[config.mk]
export PLATFORM = sky130hd
export DESIGN_NAME = sram_bg_reader
export DESIGN_NICKNAME = d
export VERILOG_FILES = /design/src/rtl/sram_pkg.sv /design/src/rtl/sram_bg_reader.sv
export SDC_FILE = /design/constraint.sdc
export NUM_CORES = 1
export LEC_CHECK = 0
export BUFFER_PORTS_ARGS = -buffer_cell sky130_fd_sc_hd__clkbuf_2
export CELL_PAD_IN_SITES_DETAIL_PLACEMENT = 0
export CELL_PAD_IN_SITES_GLOBAL_PLACEMENT = 1
export CORE_AREA = 2 2 71 73
export CTS_CLUSTER_SIZE = 25
export DETAILED_ROUTE_END_ITERATION = 6
export DIE_AREA = 0 0 73 75
export PLACE_DENSITY = 0.9
export RECOVER_POWER = 100
export SKIP_LAST_GASP = 1
export SLEW_MARGIN = 20
export SYNTH_ARGS = -nofsm -noshare
export SYNTH_HDL_FRONTEND = slang
export SYNTH_SLANG_ARGS = --single-unit
export TNS_END_PERCENT = 30
[constraint.sdc]
create_clock -name Clk -period 4.45 [get_ports Clk]
set_clock_uncertainty 0.15 [all_clocks]
set_input_delay 0.445 -clock Clk [delete_from_list [all_inputs] [get_ports Clk]]
set_output_delay 0.445 -clock Clk [all_outputs]
set_load 0.005 [all_outputs]
[src/rtl/sram_pkg.sv]
// Shared types and constants for the background-loader SRAM read path.
package sram_pkg;

    localparam int SRAM_ADDR_W = 20;
    localparam int SRAM_DATA_W = 16;

    typedef enum logic [1:0] {
        IDLE   = 2'd0,
        ACCESS = 2'd1,
        ACK    = 2'd2
    } sram_state_e;

    // {CE_N, OE_N, UB_N, LB_N} when the SRAM is not being accessed
    localparam logic [3:0] SRAM_PINS_IDLE = 4'b1111;

endpackage

[src/rtl/sram_bg_reader.sv]
// Read-only SRAM controller: 4-phase request from the background loader, fixed-wait read, one-cycle done pulse.
// Optional macro SRAM_BG_BYTE_SWAP_EN swaps the two bytes of each captured word (little-endian images).
module sram_bg_reader
    import sram_pkg::*;
#(
    parameter int WAIT_CYCLES = 2
) (
    input  logic                   Clk,
    input  logic                   Reset_n,
    input  logic                   reading,
    input  logic [SRAM_ADDR_W-1:0] ADDR,
    output logic                   SRAM_done,
    output logic [SRAM_DATA_W-1:0] DATA_IN,
    output logic [SRAM_ADDR_W-1:0] SRAM_ADDR,
    output logic                   SRAM_CE_N,
    output logic                   SRAM_OE_N,
    output logic                   SRAM_WE_N,
    output logic                   SRAM_UB_N,
    output logic                   SRAM_LB_N,
    input  logic [SRAM_DATA_W-1:0] SRAM_DQ
);

    localparam int CNT_W = $clog2(WAIT_CYCLES + 1);
    localparam logic [CNT_W-1:0] CNT_LOAD = CNT_W'(WAIT_CYCLES - 1);

    if (WAIT_CYCLES < 1 || WAIT_CYCLES > 15) begin : g_bad_wait
        $error("sram_bg_reader: WAIT_CYCLES must be in 1..15");
    end

    sram_state_e            state_q, state_d;
    logic [CNT_W-1:0]       cnt_q, cnt_d;
    logic [3:0]             pins_q, pins_d;
    logic [SRAM_ADDR_W-1:0] addr_q, addr_d;
    logic [SRAM_DATA_W-1:0] data_q, data_d;
    logic                   done_q, done_d;

    function automatic logic [SRAM_DATA_W-1:0] capture_word(input logic [SRAM_DATA_W-1:0] dq);
`ifdef SRAM_BG_BYTE_SWAP_EN
        return {dq[7:0], dq[15:8]};
`else
        return dq;
`endif
    endfunction

    always_ff @(posedge Clk or negedge Reset_n) begin
        if (!Reset_n) begin
            state_q <= IDLE;
            cnt_q   <= '0;
            pins_q  <= SRAM_PINS_IDLE;
            addr_q  <= '0;
            data_q  <= '0;
            done_q  <= 1'b0;
        end else begin
            state_q <= state_d;
            cnt_q   <= cnt_d;
            pins_q  <= pins_d;
            addr_q  <= addr_d;
            data_q  <= data_d;
            done_q  <= done_d;
        end
    end

    always_comb begin
        state_d = state_q;
        case (state_q)
            IDLE:    if (reading) state_d = ACCESS;
            ACCESS:  if (cnt_q == '0) state_d = ACK;
            // A request held high stays parked here so it is never read twice
            ACK:     if (!reading) state_d = IDLE;
            default: state_d = IDLE;
        endcase
    end

    always_comb begin
        cnt_d  = cnt_q;
        pins_d = pins_q;
        addr_d = addr_q;
        data_d = data_q;
        done_d = 1'b0;
        case (state_q)
            IDLE: begin
                if (reading) begin
                    addr_d = ADDR;
                    pins_d = 4'b0000;
                    cnt_d  = CNT_LOAD;
                end
            end
            ACCESS: begin
                if (cnt_q != '0) begin
                    cnt_d = cnt_q - CNT_W'(1);
                end else begin
                    data_d = capture_word(SRAM_DQ);
                    done_d = 1'b1;
                    pins_d = SRAM_PINS_IDLE;
                end
            end
            ACK: begin
                pins_d = SRAM_PINS_IDLE;
            end
            default: begin
                pins_d = SRAM_PINS_IDLE;
            end
        endcase
    end

    assign SRAM_done = done_q;
    assign DATA_IN   = data_q;
    assign SRAM_ADDR = addr_q;
    assign SRAM_CE_N = pins_q[3];
    assign SRAM_OE_N = pins_q[2];
    assign SRAM_UB_N = pins_q[1];
    assign SRAM_LB_N = pins_q[0];
    assign SRAM_WE_N = 1'b1;

endmodule

==> flow_metrics.env, run 1 <==
export IMPL_finalHoldViolCount=0
export IMPL_netSwitchingFraction_pct=30.2
export IMPL_worstHoldPathType="in -> reg"
export IMPL_number_of_h_tree_levels=2
export IMPL_number_of_enable_type_register_cells_in_the_synthesized_netlist=0
export IMPL_post_synth_top_area_cell="dfrtp_1"
export IMPL_critical_path_max_stage_delay_ns=0.82
export IMPL_critical_path_cell_chain="nor3b_1 -> clkbuf_1 -> mux2_2"
export IMPL_route_vias_total=1099
export IMPL_gpl_final_weighted_congestion=0.680
export IMPL_violated_checks="max-capacitance violations, max-slew violations"
export IMPL_finalHoldWorstSlack_ns=0.214
export IMPL_max_clock_freq_mhz=454
export IMPL_coreArea_mm2=0.00466
export IMPL_timing_setup_critical_path_class="reg -> reg"
export IMPL_worstMarginPinSlew_ns=2.16
export IMPL_maxCapViolations=1
export IMPL_r2r_depth=3
export IMPL_timing_max_transition_violations_final=43
export IMPL_drive_gt1_share_pct=48.7
export IMPL_grt_first_pass_wirelength_mm=4.97
export IMPL_fin_tns_setup_ns=0
export IMPL_whs_path_depth=2
export IMPL_die_height_um=75
export IMPL_cts_path_max_buffers=2
export IMPL_most_repeated_cell_in_the_gate_level_netlist_after_synthesis="dfrtp_1"
export IMPL_cts_hold_repair_buffers=0
export IMPL_sequentialPowerShare_pct=45.5
export IMPL_layout_stage_area_growth_over_the_synthesis_result_pct=25.6
export IMPL_starting_utilization_of_the_core_area_pct=36.7
export IMPL_regToRegSetupSlack_ns=2.25
export IMPL_critical_path_endpoint_type="register"
export IMPL_async_reset_ff_share_pct=100
export IMPL_slowest_stage="clkbuf_1"
export IMPL_vias_per_cell=4.56
export IMPL_placement_rows=25
export IMPL_detail_route_antenna_nets=0
export IMPL_dpl_hpwl_mm=2.26
export IMPL_tritoncts_num_buffers=5
export IMPL_avgSynthCellArea_um2=16.0
export IMPL_cts_repair_resize_count=0
export IMPL_fin_ws_ns=2.25
export IMPL_worst_hold_path_endpoint="DATA_IN[0]"
export IMPL_critical_path_startpoint_type="register"
export IMPL_syn_num_nets=147
export IMPL_post_synth_num_cell_types=24
export IMPL_hold_path_startpoint="SRAM_DQ[0]"
export IMPL_finish_net_count=226
export IMPL_leakage_nw=1.03
export IMPL_maximum_number_of_pins_on_one_net_before_global_route_repair=43
export IMPL_cts_sinks=42
export IMPL_synth_flop_cell="dfrtp_1"
export IMPL_synthesis_instances=107
export IMPL_data_arrival_time_of_the_critical_path_ns=2.22
export IMPL_setup_violations_final=0
export IMPL_num_antenna_cells=0
export IMPL_avgRoutedWirePerCell_um=12.8
export IMPL_portBuffers=79
export IMPL_worst_endpoint_required_ns=4.47
export IMPL_timing_rr_end="SRAM_ADDR[16]"
export IMPL_status="finished, violations left"
export IMPL_cp_buffers_inverters=1
export IMPL_area_enclosed_by_the_die_boundary_mm2=0.00548
export IMPL_rr_startpoint="state_q[0]"
export IMPL_synth_top_area_cells="dfrtp_1, mux2_2, mux2_4, buf_4, dfstp_2"
export IMPL_detailedRoute_firstIterationViolations=29
export IMPL_clockPowerShare_pct=18.3
export IMPL_comb_power_share_pct=36.1
export IMPL_tritoncts_clock_tree="built"
export IMPL_synth_yosys_warnings=0
export IMPL_power_switching_mw=0.457
export IMPL_globalRouteTotalUtil_pct=11.8
export IMPL_die_width_um=73
export IMPL_antenna_found_initial=0
export IMPL_cpLargestDelayFamily="buffers and inverters"
export IMPL_grt_remaining_overflow=0
export IMPL_vdd_ir_drop_worst_uv=267
export IMPL_clk_insertion_delay_late_ns=0.29
export IMPL_detail_route_drc_violations=0
export IMPL_min_period_over_period_pct=49.5
export IMPL_via_count_of_the_first_global_routing_pass=1105
export IMPL_routed_wl_mm=3.09
export IMPL_synth_cells_most_frequent="dfrtp_1, mux2_2, mux2_4"
export IMPL_yosysTopAreaCellShare_pct=60.0
export IMPL_slew_headroom_pct=-43.8
export IMPL_power_density_mw_per_mm2=704
export IMPL_place_ws_ns=2.73
export IMPL_syn_area_mm2=0.00171
export IMPL_drt_first_pass_iters=2
export IMPL_power_report_internal_total_mw=1.05
export IMPL_cts_root_buffer="clkbuf_8"
export IMPL_yosysSeqAreaShare_pct=61.6
export IMPL_floorplan_io_pins=81
export IMPL_critPathMaxFanout=20
export IMPL_post_cts_repair_setup_buffers=0
export IMPL_cts_clk_slew_worst_paths_ns=0.08
export IMPL_final_min_clock_period_ns=2.20
export IMPL_postSynthRegisterBits=42
export IMPL_rsz0062_at_grt="false"
[metrics by stage]
step	util, %	cells	cell area, µm²	total power, mW
after global routing	46.1	241	2150	1.64
after detailed placement	45.4	233	2120	1.34
after floorplan	-	107	1710	1.10
final	46.1	241	2150	1.51
after global placement	45.4	233	2120	1.32
after CTS	47.8	241	2230	1.63
[power by group through the flow]
| stage | registers [mW] | clock network (mW) | logic, mW |
|---|---|---|---|
| floorplan | 0.700 | 0 | 0.398 |
| global placement | 0.700 | 0 | 0.622 |
| detailed placement | 0.705 | 0 | 0.637 |
| CTS | 0.699 | 0.292 | 0.638 |
| global route | 0.720 | 0.306 | 0.612 |
| finish | 0.688 | 0.277 | 0.546 |
[worst reg2reg max path, delay by kind of cell (launching register included)]
family,cells,cell delay (ns)
flops,1,0.47
buf+inv,1,0.82
mux,1,0.43
simple gates,1,0.22
[worst max-delay path by stage]
| stage | cells past startpoint | from | endpoint | slack (ns) |
|---|---|---|---|---|
| floorplan | 5 | cnt_q[0] | DATA_IN[0] | 2.86 |
| global placement | 4 | cnt_q[0] | DATA_IN[6] | 2.79 |
| detailed placement | 4 | cnt_q[0] | DATA_IN[4] | 2.73 |
| CTS | 4 | cnt_q[0] | DATA_IN[4] | 2.72 |
| global route | 1 | Reset_n | SRAM_ADDR[6] | 1.77 |
| finish | 3 | state_q[0] | SRAM_ADDR[16] | 2.25 |
[cell type report]
| class | count | area, µm² |
|---|---|---|
| sequential | 42 | 1050 |
| clock buffer | 8 | 110 |
| inverter | 4 | 15.0 |
| timing repair buffer | 80 | 369 |
| fill | 440 | 2510 |
| tap | 54 | 67.6 |
| multi-input combinational | 53 | 533 |
[logic make-up (layout without fill, tap and decap cells)]
group | Yosys count | after routing | share of synthesized area, %
fa+ha+maj | 1 | 1 | 0.732
other cells | 1 | 1 | 0.219
simple gates | 8 | 8 | 4.61
buf+inv | 12 | 92 | 4.46
mux | 36 | 36 | 25.5
compound gates | 7 | 7 | 2.93
flops | 42 | 42 | 61.6
[registers in the layout, indices dropped and copies added (netlist names)]
name / cells
DATA_IN: 16
SRAM_ADDR: 20
SRAM_done: 1
cnt_q: 2
pins_q: 1
state_q: 2
[placed cells by master, fill, tap and decap left out]
cell type  instances
a211o_1            1
a21o_1             2
a21oi_1            1
a221oi_1           1
and3_1             1
and4bb_2           1
buf_1              1
clkbuf_1          24
clkbuf_2          55
clkbuf_8           8
conb_1             1
dfrtp_1           41
dfstp_1            1
ha_1               1
inv_1              4
mux2_1             9
mux2_2            27
nand2b_1           2
nand3b_1           1
nor2b_1            1
nor3b_1            1
nor4b_1            1
o21ai_0            1
o21bai_1           1
[per-layer routing]
layer  vias to the layer above  GRT usage [%]  part of all wire, %
li1                        523              -                    -
met1                       537           14.8                   42
met2                        35           19.4                   53
met3                         4           2.81                  4.4
met4                         0           5.56                  1.0
met5                         -              0                    0
Power figures use the tool's default switching activity.
==> run 2: changes to the inputs <==
--- a/config.mk
+++ b/config.mk
@@ -8,11 +8,11 @@
 export BUFFER_PORTS_ARGS = -buffer_cell sky130_fd_sc_hd__clkbuf_2
 export CELL_PAD_IN_SITES_DETAIL_PLACEMENT = 0
 export CELL_PAD_IN_SITES_GLOBAL_PLACEMENT = 1
-export CORE_AREA = 2 2 71 73
+export CORE_AREA = 2 2 73 75
 export CTS_CLUSTER_SIZE = 25
 export DETAILED_ROUTE_END_ITERATION = 6
-export DIE_AREA = 0 0 73 75
-export PLACE_DENSITY = 0.9
+export DIE_AREA = 0 0 75 77
+export PLACE_DENSITY = 0.86
 export RECOVER_POWER = 100
 export SKIP_LAST_GASP = 1
 export SLEW_MARGIN = 20
==> constraint.sdc (replaced) <==
create_clock -name Clk -period 2.09 [get_ports Clk]
set_clock_uncertainty 0.15 [all_clocks]
set_input_delay 0.209 -clock Clk [delete_from_list [all_inputs] [get_ports Clk]]
set_output_delay 0.209 -clock Clk [all_outputs]
set_load 0.005 [all_outputs]
==> flow_metrics.env, run 2 (synthesis gave the netlist of run 1 again) <==
export IMPL_status="completed"
export IMPL_area_enclosed_by_the_die_boundary_mm2=0.00578
export IMPL_largest_register_ffs=20
export IMPL_critical_path_endpoint_type="register"
export IMPL_cts_path_max_buffers=2
export IMPL_drive_gt1_share_pct=38.7
export IMPL_number_of_h_tree_levels=2
export IMPL_route_vias_total=1281
export IMPL_detail_route_drc_violations=0
export IMPL_dpl_hpwl_mm=2.35
export IMPL_cts_root_buffer="clkbuf_8"
export IMPL_timing_max_transition_violations_final=0
export IMPL_fin_tns_setup_ns=0
export IMPL_power_density_mw_per_mm2=1300
export IMPL_cts_sinks=42
export IMPL_worstMarginPinSlew_ns=1.13
export IMPL_die_height_um=77
export IMPL_floorplan_io_pins=81
export IMPL_area_sequential_mm2=0.00105
export IMPL_finish_net_count=264
export IMPL_vias_per_cell=4.34
export IMPL_finalHoldViolCount=0
export IMPL_tritoncts_num_buffers=5
export IMPL_starting_utilization_of_the_core_area_pct=34.3
export IMPL_vdd_ir_drop_worst_uv=476
export IMPL_post_cts_repair_setup_buffers=0
export IMPL_rr_startpoint="cnt_q[0]"
export IMPL_via_count_of_the_first_global_routing_pass=1334
export IMPL_worst_setup_path_endpoint="DATA_IN[4]"
export IMPL_slew_headroom_pct=25.0
export IMPL_data_arrival_time_of_the_critical_path_ns=1.74
export IMPL_timing_setup_critical_path_class="reg -> reg"
export IMPL_setup_violations_final=0
export IMPL_detail_route_antenna_nets=0
export IMPL_rsz0062_at_grt="false"
export IMPL_leakage_nw=1.18
export IMPL_drt_first_pass_iters=4
export IMPL_final_min_clock_period_ns=1.72
export IMPL_clk_insertion_delay_late_ns=0.29
export IMPL_avgRoutedWirePerCell_um=13.8
export IMPL_min_period_over_period_pct=82.2
export IMPL_r2r_depth=4
export IMPL_regToRegSetupSlack_ns=0.37
export IMPL_worstHoldPathType="in -> reg"
export IMPL_whs_path_depth=2
export IMPL_finalHoldWorstSlack_ns=0.00773
export IMPL_gpl_final_weighted_congestion=0.734
export IMPL_critPathMaxFanout=18
export IMPL_tritoncts_clock_tree="built"
export IMPL_routed_wl_mm=4.07
export IMPL_fin_cells=295
export IMPL_die_width_um=75
export IMPL_placedCellCount=251
export IMPL_num_antenna_cells=0
export IMPL_crit_path_start="cnt_q[0]"
export IMPL_final_common_cell="clkbuf_2"
export IMPL_detailedRoute_firstIterationViolations=66
export IMPL_antenna_found_initial=0
export IMPL_final_cell_mix="clkbuf_2, dfrtp_1, dlygate4sd3_1"
export IMPL_grt_remaining_overflow=0
export IMPL_layout_stage_area_growth_over_the_synthesis_result_pct=48.0
export IMPL_max_clock_freq_mhz=582
export IMPL_globalRouteTotalUtil_pct=14.7
export IMPL_grt_first_pass_wirelength_mm=6.38
export IMPL_placement_rows=26
export IMPL_worst_endpoint_required_ns=2.11
export IMPL_maxCapViolations=0
export IMPL_timing_rr_end="DATA_IN[4]"
export IMPL_nFillCells=471
export IMPL_cts_clk_slew_worst_paths_ns=0.08
export IMPL_maximum_number_of_pins_on_one_net_before_global_route_repair=22
export IMPL_multi_input_area_um2=546
export IMPL_portBuffers=79
export IMPL_critical_path_startpoint_type="register"
export IMPL_coreArea_mm2=0.00498
run 2: cell types whose count changed in the layout (fill, tap and decap cells not counted):
cell,delta
dlygate4sd3_1,+36
clkbuf_1,+8
clkbuf_2,-5
clkbuf_8,-2
buf_1,-1
buf_4,+1
inv_6,+1
nand3b_1,-1
nand3b_4,+1
run 2: worst min-delay path by stage:
stage / from / to / slack [ns]
6_report: SRAM_DQ[2] / DATA_IN[2] / 0.008
5_1_grt: SRAM_DQ[2] / DATA_IN[2] / 0.004
4_1_cts: ADDR[0] / SRAM_ADDR[0] / 0.001
3_5_place_dp: Reset_n / DATA_IN[3] / 0.06
3_3_place_gp: Reset_n / DATA_IN[4] / 0.06
2_1_floorplan: Reset_n / DATA_IN[0] / -0.24
run 2: layer usage:
metal	vias to the layer above	track usage [%]	wire, µm
li1	602	-	-
met1	619	16.4	1540
met2	45	25.5	2220
met3	15	3.15	153
met4	0	7.50	150
met5	-	0	0
run 2: worst max-delay path: stages, from the launching register on:
cell and delay (ns):
dfrtp_1 0.39, inv_1 0.08, ha_1 0.30, nand3b_4 0.27, mux2_1 0.41
run 2: repair_timing:
action                                 in CTS  in global routing
hold buffers                               34                  2
endpoints found under the hold margin      75                  2
setup endpoints to repair                   0                  0
resized for setup                           0                  0
run 2: stage by stage:
| stage | area [µm²] | utilization [%] | power, mW | setup WS, ns |
|---|---|---|---|---|
| final | 2530 | 50.8 | 3.29 | 0.372 |
| after global routing | 2530 | 50.8 | 3.55 | 0.228 |
| after CTS | 2590 | 52.0 | 3.49 | 0.365 |
| after detailed placement | 2150 | 43.3 | 2.86 | 0.380 |
| after global placement | 2150 | 43.3 | 2.81 | 0.427 |
| after floorplan | 1710 | - | 2.34 | 0.504 |
run 2: layout make-up:
cell class	instances	share of cell area, %
Timing Repair Buffer	118	29.0
Clock buffer	7	3.41
Inverter	4	0.593
Multi-Input combinational cell	53	21.6
Sequential cell	42	41.6
Tap cell	70	3.46
Clock inverter	1	0.346
run 2: power by group:
part	total [mW]	switching (mW)	internal, mW	leakage, nW
registers	1.48	0.250	1.23	0.493
clock network	0.558	0.284	0.273	0.0489
logic	1.24	0.522	0.723	0.642
total	3.29	1.06	2.23	1.18
